--- src/rtl/piso_pkg.sv ---
// Shared types and constants for the PISO serializer family.
package piso_pkg;

  typedef enum logic [0:0] {
    IDLE  = 1'b0,
    SHIFT = 1'b1
  } piso_state_t;

  localparam logic MSB_FIRST = 1'b0;
  localparam logic LSB_FIRST = 1'b1;

endpackage

--- src/rtl/piso_bit_counter.sv ---
// Bit-position counter with load-clear, enable and a terminal flag at WIDTH-1.
module piso_bit_counter #(
  parameter int WIDTH = 4,
  parameter int CNT_W = $clog2(WIDTH)
) (
  input  logic             clk,
  input  logic             clear_n,
  input  logic             clr,
  input  logic             en,
  output logic [CNT_W-1:0] count,
  output logic             terminal
);

  always_ff @(posedge clk or negedge clear_n) begin
    if (!clear_n) begin
      count <= '0;
    end else if (clr) begin
      count <= '0;
    end else if (en) begin
      count <= count + CNT_W'(1);
    end
  end

  assign terminal = (count == CNT_W'(WIDTH - 1));

endmodule

--- src/rtl/piso_serializer.sv ---
// Parallel-in/serial-out serializer with valid/ready load, per-word bit order and stall.
module piso_serializer
  import piso_pkg::*;
#(
  parameter int WIDTH = 4
) (
  input  logic             clk,
  input  logic             clear_n,
  input  logic [WIDTH-1:0] p_in,
  input  logic             load_valid,
  output logic             load_ready,
  input  logic             lsb_first,
  input  logic             shift_en,
  output logic             s_out,
  output logic             s_valid,
  output logic             s_last,
  output logic             busy,
  output piso_state_t      state_dbg
);

  localparam int CNT_W = $clog2(WIDTH);

  // Load handshake: a word is taken on any rising edge where load_valid && load_ready;
  // load_ready is combinational and the producer must hold p_in until it is taken.

  piso_state_t      state_q, state_d;
  logic [WIDTH-1:0] sreg_q;
  logic             mode_q;
  logic             s_out_q;
  logic [CNT_W-1:0] count;
  logic             terminal;
  logic             accept;
  logic             advance;
  logic             drain;

  piso_bit_counter #(
    .WIDTH (WIDTH),
    .CNT_W (CNT_W)
  ) u_bit_counter (
    .clk      (clk),
    .clear_n  (clear_n),
    .clr      (accept || drain),
    .en       (advance),
    .count    (count),
    .terminal (terminal)
  );

  always_ff @(posedge clk or negedge clear_n) begin
    if (!clear_n) begin
      state_q <= IDLE;
    end else begin
      state_q <= state_d;
    end
  end

  always_comb begin
    state_d    = state_q;
    load_ready = 1'b0;
    advance    = 1'b0;
    drain      = 1'b0;
    unique case (state_q)
      IDLE: begin
        load_ready = 1'b1;
        if (load_valid) state_d = SHIFT;
      end
      SHIFT: begin
        if (shift_en) begin
          if (terminal) begin
            // Final bit leaving: either chain the next word or fall idle.
            load_ready = 1'b1;
            if (!load_valid) begin
              drain   = 1'b1;
              state_d = IDLE;
            end
          end else begin
            advance = 1'b1;
          end
        end
      end
      default: state_d = IDLE;
    endcase
  end

  assign accept = load_valid && load_ready;

  // s_out has its own flop, preloaded with the first bit so it appears the cycle after accept.
  always_ff @(posedge clk or negedge clear_n) begin
    if (!clear_n) begin
      sreg_q  <= '0;
      mode_q  <= MSB_FIRST;
      s_out_q <= 1'b0;
    end else if (accept) begin
      sreg_q  <= p_in;
      mode_q  <= lsb_first;
      s_out_q <= (lsb_first == LSB_FIRST) ? p_in[0] : p_in[WIDTH-1];
    end else if (advance) begin
      if (mode_q == LSB_FIRST) begin
        sreg_q  <= sreg_q >> 1;
        s_out_q <= sreg_q[1];
      end else begin
        sreg_q  <= sreg_q << 1;
        s_out_q <= sreg_q[WIDTH-2];
      end
    end else if (drain) begin
      sreg_q  <= '0;
      s_out_q <= 1'b0;
    end
  end

  assign s_out     = s_out_q;
  assign s_valid   = (state_q == SHIFT);
  assign s_last    = s_valid && terminal;
  assign busy      = s_valid;
  assign state_dbg = state_q;

endmodule

--- config.mk ---
export PLATFORM = sky130hd
export DESIGN_NAME = piso_serializer
export DESIGN_NICKNAME = d
export VERILOG_FILES = /design/src/rtl/piso_pkg.sv /design/src/rtl/piso_bit_counter.sv /design/src/rtl/piso_serializer.sv
export SDC_FILE = /design/constraint.sdc
export NUM_CORES = 1
export LEC_CHECK = 0
export BUFFER_PORTS_ARGS = -buffer_cell sky130_fd_sc_hd__clkbuf_2
export CAP_MARGIN = 25
export CORE_AREA = 2 2 39 41
export DETAILED_ROUTE_END_ITERATION = 8
export DIE_AREA = 0 0 41 43
export PLACE_DENSITY = 0.68
export RECOVER_POWER = 25
export SLEW_MARGIN = 30
export SYNTH_ARGS = -nofsm -noshare
export SYNTH_HDL_FRONTEND = slang
export SYNTH_SLANG_ARGS = --single-unit
export TNS_END_PERCENT = 20
--- constraint.sdc ---
create_clock -name clk -period 1.4 [get_ports clk]
set_input_delay 0.14 -clock clk [delete_from_list [all_inputs] [get_ports clk]]
set_output_delay 0.14 -clock clk [all_outputs]
set_load 0.1 [all_outputs]
* Word-level counts from Yosys, hierarchy flattened *
Index checks and enable logic that the tools add are counted.

storage, ports and cells
  register bits = 9
  logic and storage cells = 38
  output and inout bits = 6
  bits of input ports = 9

cells by class
  eq/ne operators = 1
  multiplexer cells = 25
  reductions and logical operators = 5
  add/subtract/negate cells = 1
  bitwise operators = 1

operator list
  operator                                                       number
  1-bit two-way mux                                              17
  4-bit two-way mux                                              4
  2-bit two-way mux                                              2
  1-bit case mux with 2 select lines                             2
  3-bit nonzero test                                             1
  2-bit by 1-bit adder with 2-bit output, second input constant  1
  2-bit equality test, second input constant                     1
  1-bit logical AND                                              2
  2-bit nonzero test                                             1
  1-bit logical OR                                               1
  1-bit inverter                                                 1

* Longest topological paths before layout *
Gate-level depths: netlist of run 1.

  depth after elaboration = 7
  mapped depth = 5
  gate-level depth less buffers = 4

* By module *
Synthesis of run 1 repeated with hierarchy kept, for this count alone.

unflattened totals
  cell total of the unflattened synthesis = 42
  area total of the unflattened synthesis = 484.2 sq um

by module, submodules not included
  module            seq. area each (sq um)  area an instance (sq um)  instances  cells each
  piso_serializer   175.2                   395.4                     1          35
  piso_bit_counter  50.0                    88.8                      1          7

* Worst setup path after synthesis of run 1 *
No wires, ideal clock.

  path kind = reg-to-reg
  start point = register state_q, in the netlist busy
  end point = register mode_q
  stages on the path, launching flop included = 5
  period minus slack after synthesis = 2.116 ns
  buffers on the path = 1
  arrival time = 1.991 ns
  setup time = 0.125 ns
  data required time = 1.275 ns
  path slack = -0.716 ns
  path through = dfrtp_1 -> a21bo_1 -> buf_6 -> and2_4 -> mux2_4

on the way
  word-level cells in the longest chain between the ends = 3

RTL lines
  what                                  RTL line               source
  start, declared                       piso_serializer.sv:26  piso_state_t state_q, state_d;
  start signal, assigned                piso_serializer.sv:52  state_q <= state_d;
  1-bit inverter                        n/a
  1-bit case mux with 2 select lines *  piso_serializer.sv:61  unique case (state_q)
  named net load_ready                  piso_serializer.sv:11  output logic load_ready,
  1-bit logical AND *                   piso_serializer.sv:84  assign accept = load_valid && load_ready;
  end signal, assigned                  piso_serializer.sv:94  mode_q <= lsb_first;
  end, declared                         piso_serializer.sv:28  logic mode_q;

The timed path passes the listed nets; every way through them passes the cells marked *.
A chain may end at the register's enable or synchronous reset.

* Worst setup path after layout of run 1 *
  start point = register u_bit_counter.count[1]
  end point = register sreg_q[3]

on the way
  word-level cells in the longest chain between the ends = 6
  elaborated cells between the ends (all ways) = 14
  classes of those cells = eq/ne: 1; mux: 11; reduce/logical: 2

RTL lines
  what                                                                      RTL line                                      source
  start, declared                                                           piso_bit_counter.sv:10                        output logic [CNT_W-1:0] count,
  start signal, assigned                                                    piso_bit_counter.sv:20                        count <= count + CNT_W'(1);
  2-bit equality test *                                                     piso_bit_counter.sv:24                        assign terminal = (count == CNT_W'(WIDTH - 1));
  1-bit two-way mux                                                         piso_serializer.sv:68                         if (terminal) begin
  1-bit two-way mux                                                         piso_serializer.sv:67                         if (shift_en) begin
  1-bit case mux with 2 select lines or 1-bit two-way mux (tied branches)   piso_serializer.sv:61
  1-bit logical AND or 4-bit two-way mux (tied branches)                    piso_serializer.sv:84, piso_serializer.sv:96
  3-bit nonzero test (no source line) or 4-bit two-way mux (tied branches)  n/a
  end signal, assigned                                                      piso_serializer.sv:93                         sreg_q <= p_in;
  end signal, assigned                                                      piso_serializer.sv:98                         sreg_q <= sreg_q >> 1;
  end signal, assigned                                                      piso_serializer.sv:101                        sreg_q <= sreg_q << 1;
  end, declared                                                             piso_serializer.sv:27                         logic [WIDTH-1:0] sreg_q;

Mark *: on every way between the ends. The rest lies on a longest branch, timed or not.

==> impl_results.md, run 1 <==
* RSZ-0062 raised after global routing: yes
* Critical Path AT at 1.62 ns
* Reg2Reg Depth at 5
* Final period utilization at 106%
* Syn Nets at 63
* Setup CP Type: flop to flop
* Most frequent cells in the layout: buf_4, clkbuf_2, dfrtp_1, nand2_1, nand3_1
* Clk_lat worst skew at 0.25 ns
* Sink Count at 9
* FF-to-FF setup slack at -0.08 ns
* RR Startpoint: u_bit_counter.count[1]
* Cell variety after synth at 26
* Final Max Slew Viols at 0
* Detail Route Antenna Nets at 0
* Pleak at roughly 0.38 nW
* Crit path setup slack, layout at -0.0821 ns
* Fillers at between 100 and 150
* Met1 Use GR at approximately 27%
* ANT cells at 0
* Largest net degree at the start of global routing at 11
* Drt first pass iters at 4
* GRT overflow at 0
* Area after DPL at a little under 700 um2
* Buffers on Ports at 14
* CP startpoint kind: flop
* First-pass GRT wire length at 2240 um
* Commonest non-fill, non-tap cell in the layout: buf_4
* Vias in the first global route at 505
* Core Footprint at between 0.001 and 0.0015 mm2
* Fmax at 0.675 GHz
* Yosys reg bits at 9
* Endpoint class of the critical path: flop
* Global route hottest layer: met1
* Standard-cell row count at 14
* Hold Fails Final Rpt at 0
* Actual transition at the worst max-transition pin at 0.538 ns
* Syn_area_per_cell at 10.5 um2
* DP Wirelength at 895 um
* Area grow syn2layout at 48.7%
* R2R Path End: sreg_q[3]
* Peak supply drop at 1.30 mV
* Vias per inst at around 5.5
* Seq/Total Area, Yosys at between 40% and 50%
* I/O pin count at 15
* PwrDens at approximately 2300 mW/mm2
* CTS tree: yes
* DR vias at 503
* Clk buf depth at 2
* Final setup vio count at 7
* Initial Util at 39.5%
* Clk slew on worst S/H paths at roughly 0.06 ns
* RePlAce Congestion at 0.840
* CP Max Fanout at 3
* Nets at 88
* HP Class: input pin to flop
* CTS Buf Count at 3
* GRT Util Overall at a little under a fifth
* Outcome: finished, violations left
* Design area at 813 um2
* Register Area at approximately 230 um2
* Skew final at 0.00167 ns
* Initial drt markers at 15
* Crit. Startpoint: u_bit_counter.count[1]
* Syn Inst Count at 52
* Worst EP required at 1.54 ns
* Max-slew headroom at 64.3%
* Met2 Use GR at between 20% and 30%
* Maxcap violations at 0
* Share of cells above drive strength 1 at 51.3%
* WL final at 1310 um
* Setup crit end: sreg_q[3]
* Die width at 41 um
* GRT met3 Usage at 2.62%
* Avg WL per Cell at 14.3 um
* Remaining DRCs at 0
* Violated checks: negative setup slack
* Syn Std Cell Area at between 500 and 600 um2
* Root buffer cell: clkbuf_4
* Initial antenna violation count at 0
* Fin util at 58.8%
* Ys Warns at 0
* H-tree Lvls at 1
* Die height at 43 um
* Area of the multi-input gates at ~340 um2
* Final Critical Period at roughly 1.5 ns
* Total die area at 0.00176 mm2
-- routing by layer --
metal,up-vias,part of all wire [%]
met5,-,0
met1,241,44
li1,236,-
met4,0,0.76
met3,2,7.6
met2,24,47
-- state kept, by name (all words and copies together) (netlist names) --
register	count
s_out	1
mode_q	1
busy	1
sreg_q	4
u_bit_counter.count	2
-- per-stage QoR --
stage	hold WS [ns]	power (mW)	setup TNS (ns)	std cells	setup slack (ns)
after global placement	0.00885	1.45	-0.0127	84	-0.0127
after floorplan	-0.156	1.20	-1.41	52	-0.279
after detailed placement	0.00670	1.46	-0.175	84	-0.0496
after CTS	0.139	1.81	-0.278	92	-0.0783
final	0.156	1.86	-0.287	92	-0.0821
after global routing	0.165	1.96	-0.641	92	-0.116
-- logic make-up after synthesis --
| family | Yosys count | share of synthesized area [%] |
|---|---|---|
| AO/OA/AOI/OAI | 11 | 17.2 |
| buffers and inverters | 6 | 6.86 |
| flip-flops | 9 | 41.2 |
| adder cells (fa/ha/maj) | 2 | 4.58 |
| AND/OR/NAND/NOR | 18 | 17.9 |
| multiplexers | 6 | 12.4 |
-- worst min path at each step --
stage                   start                     end  slack (ns)  cells after the start
global placement      clear_n  u_bit_counter.count[0]       0.009                      1
CTS                 lsb_first                  mode_q        0.14                      2
global route          p_in[2]               sreg_q[2]        0.16                      3
finish              lsb_first                  mode_q        0.16                      2
detailed placement    clear_n  u_bit_counter.count[1]       0.007                      1
floorplan             clear_n                  mode_q       -0.16                      0
-- power by group --
group	total, mW	switching [mW]	internal (mW)
logic	1.19	0.682	0.509
registers	0.474	0.102	0.372
clock network	0.193	0.0832	0.109
-- cells in the mapped netlist (all sizes together) --
cell / instances / area (um2)
o311ai: 4 / 35.0
nor2: 2 / 7.51
dfrtp: 9 / 225
a21bo: 1 / 10.0
o31a: 1 / 8.76
ha: 2 / 25.0
nand3b: 2 / 15.0
and3: 1 / 6.26
nand2b: 1 / 6.26
or2b: 1 / 7.51
clkbuf: 1 / 3.75
a2111oi: 1 / 8.76
buf: 3 / 26.3
o21ai: 1 / 5.00
mux2: 3 / 37.5
inv: 2 / 7.51
nand3: 4 / 20.0
and2: 2 / 16.3
a22o: 2 / 18.8
mux2i: 3 / 30.0
o21a: 1 / 7.51
nand2: 5 / 18.8
-- repair_timing --
action	in CTS	in global routing
hold buffers	1	0
hold endpoints to repair	9	0
setup buffers	3	0
setup endpoints to repair	8	8
pin swaps	3	1
cloned	0	0
resized for setup	11	1
-- cell type report --
class / count / area share, %
tap: 16 / 2.46
inverter: 2 / 0.923
multi-input combinational: 37 / 41.7
timing repair buffer: 24 / 23.5
clock buffer: 4 / 3.23
sequential: 9 / 28.2
-- worst max-delay path: stages, from the launching register on --
cell and delay, ns:
dfrtp_1 0.39, ha_2 0.19, a21bo_1 0.20, buf_4 0.14, and3_4 0.17, o31a_1 0.27
(Power assumes the default switching activity.)
==> run 2: changes to the inputs <==
--- a/config.mk
+++ b/config.mk
@@ -10,7 +10,7 @@
 export CORE_AREA = 2 2 39 41
 export DETAILED_ROUTE_END_ITERATION = 8
 export DIE_AREA = 0 0 41 43
-export PLACE_DENSITY = 0.68
+export PLACE_DENSITY_LB_ADDON = 0.08
 export RECOVER_POWER = 25
 export SLEW_MARGIN = 30
 export SYNTH_ARGS = -nofsm -noshare
==> impl_results.md, run 2 (synthesized netlist as in run 1, its figures left out) <==
* Outcome: finished, violations left
* Violated checks: negative setup slack
* Final period utilization at 105% (-0.62 points)
* Non-filler instance count after layout at 95 (+3.3%)
* First-pass GRT wire length at 2300 um (+2.8%)
* Max-slew headroom at 64.0% (-0.29 points)
* RR Startpoint: u_bit_counter.count[1]
* Detail Route Antenna Nets at 0 (unchanged)
* Drt first pass iters at 4 (unchanged)
* Skew final at 0.00145 ns (-0.000221 ns)
* Initial antenna violation count at 0 (unchanged)
* Final setup vio count at 8 (+1)
* Met2 Use GR at 29.7% (+3.4 points)
* WL final at 1400 um (+6.2%)
* Placed insts at 86 (+2.4%)
* Total die area at 0.00176 mm2 (unchanged)
* CP Max Fanout at 5 (+2)
* Slowest stage cell on the critical path: dfrtp_1
* Commonest non-fill, non-tap cell in the layout: buf_4
* Fmax at 0.679 GHz (+0.59%)
* Sink Count at 9 (unchanged)
* Crit. Startpoint: u_bit_counter.count[1]
* Final Critical Period at 1.47 ns (-0.00869 ns)
* Vias in the first global route at 517 (+2.4%)
* Final Max Slew Viols at 0 (unchanged)
* DR vias at 515 (+2.4%)
* Endpoint class of the critical path: flop
* Core Footprint at 0.00138 mm2 (unchanged)
* Most frequent cells in the layout: buf_4, clkbuf_2, dfrtp_1, nand2_1, buf_12
* GRT Util Overall at 19.5% (+0.74 points)
* I/O pin count at 15 (unchanged)
* CTS tree: yes
* Clk slew on worst S/H paths at 0.06 ns (about the same)
* Die height at 43 um (unchanged)
* Crit-path cells: ha_2 > a21bo_1 > buf_6 > and2_4 > mux2_4
* Worst Path Buf+Inv at 1 (unchanged)
* Largest register by flop count: sreg_q
* Maxcap violations at 0 (unchanged)
* Setup CP Type: flop to flop
* FF-to-FF setup slack at -0.07 ns (about the same)
* Actual transition at the worst max-transition pin at 0.542 ns (+0.00439 ns)
* Buffers on Ports at 14 (unchanged)
* RePlAce Congestion at 0.803 (-4.4%)
* CP top delay family: flip-flops
* CP max stage delay at 0.38 ns (about the same)
* Vias per inst at 5.42 (-0.85%)
* Pwr Total at 1.89 mW (+1.5%)
* Nets at 91 (+3.4%)
* DP Wirelength at 937 um (+4.7%)
* Largest net degree at the start of global routing at 11 (unchanged)
* PwrDens at 2230 mW/mm2 (-2.2%)
* Share of cells above drive strength 1 at 49.4% (-1.9 points)
* Avg WL per Cell at 14.7 um (+2.9%)
* Area grow syn2layout at 54.5%
* Clk buf depth at 2 (unchanged)
* HP Class: input pin to flop
* Die width at 41 um (unchanged)
* RSZ-0062 raised after global routing: yes
* Hold Fails Final Rpt at 0 (unchanged)
* Met1 Use GR at 24.8% (-2.5 points)
* Fin util at 61.0% (+2.3 points)
* GRT met3 Usage at 9.95% (+7.3 points)
* Worst EP required at 1.55 ns (about the same)
* Crit path setup slack, layout at -0.0734 ns (+0.00869 ns)
* Critical Path AT at 1.62 ns (about the same)
* CTS Buf Count at 3 (unchanged)
* Pleak at 0.403 nW (+6.7%)
* Initial drt markers at 8 (-7)
* ANT cells at 0 (unchanged)
* Peak supply drop at 1.40 mV (+7.5%)
* Standard-cell row count at 14 (unchanged)
* Hold path start: p_in[2]
* Max reg flops at 4 (unchanged)
* GRT overflow at 0 (unchanged)
* Largest regs: sreg_q x4, u_bit_counter.count x2
* Root buffer cell: clkbuf_4
* CP startpoint kind: flop
* Clk_lat worst skew at 0.26 ns (about the same)
* Initial Util at 39.5% (unchanged)
* Remaining DRCs at 0 (unchanged)
* H-tree Lvls at 1 (unchanged)
* Global route hottest layer: met2
## run 2: area by class of cell
class	instances	area (um2)
sequential	9	229
multi-input combinational	37	307
tap	16	20.0
timing repair buffer	27	255
clock buffer	4	26.3
inverter	2	7.51
fill	124	539
## run 2: path summary, 6_finish.rpt
path,endpoint,cells after the start
max in group asynchronous,busy,2
setup reg to reg,mode_q,5
setup / recovery,mode_q,5
min in group asynchronous,u_bit_counter.count[1],2
hold / removal,sreg_q[2],3
hold reg to reg,s_out,2
## run 2: stage by stage
| stage | hold slack (ns) | TNS [ns] | instance area [um2] | setup slack (ns) |
|---|---|---|---|---|
| detailed placement | 0.0121 | -0.0911 | 746 | -0.0265 |
| global route | 0.141 | -0.882 | 845 | -0.127 |
| global placement | 0.0103 | 0 | 746 | 0.00346 |
| floorplan | -0.156 | -1.41 | 559 | -0.279 |
| CTS | 0.122 | -0.323 | 846 | -0.0600 |
| finish | 0.123 | -0.422 | 845 | -0.0734 |
## run 2: worst reg2reg max path, cell delays in order (launching register included)
cell and delay, ns:
dfrtp_1 0.38, ha_2 0.19, a21bo_1 0.20, buf_6 0.13, and2_4 0.17, mux2_4 0.29
## run 2: power by group
group / internal [mW] / total [mW] / switching, mW
logic: 0.548 / 1.21 / 0.659
registers: 0.372 / 0.472 / 0.101
clock network: 0.110 / 0.207 / 0.0970
## run 2: repair_timing
action,4_1_cts,5_1_grt
cloned,0,0
hold buffers,1,0
endpoints found under the hold margin,9,0
pin swaps,6,0
endpoints found under the setup margin,7,8
buffers inserted,4,0
gates resized for setup,9,0
## run 2: routing by layer
layer  part of all wire (%)  vias up
li1                       -      246
met2                     50       14
met4                    1.2        0
met3                    4.7        2
met5                      0        -
met1                     43      253
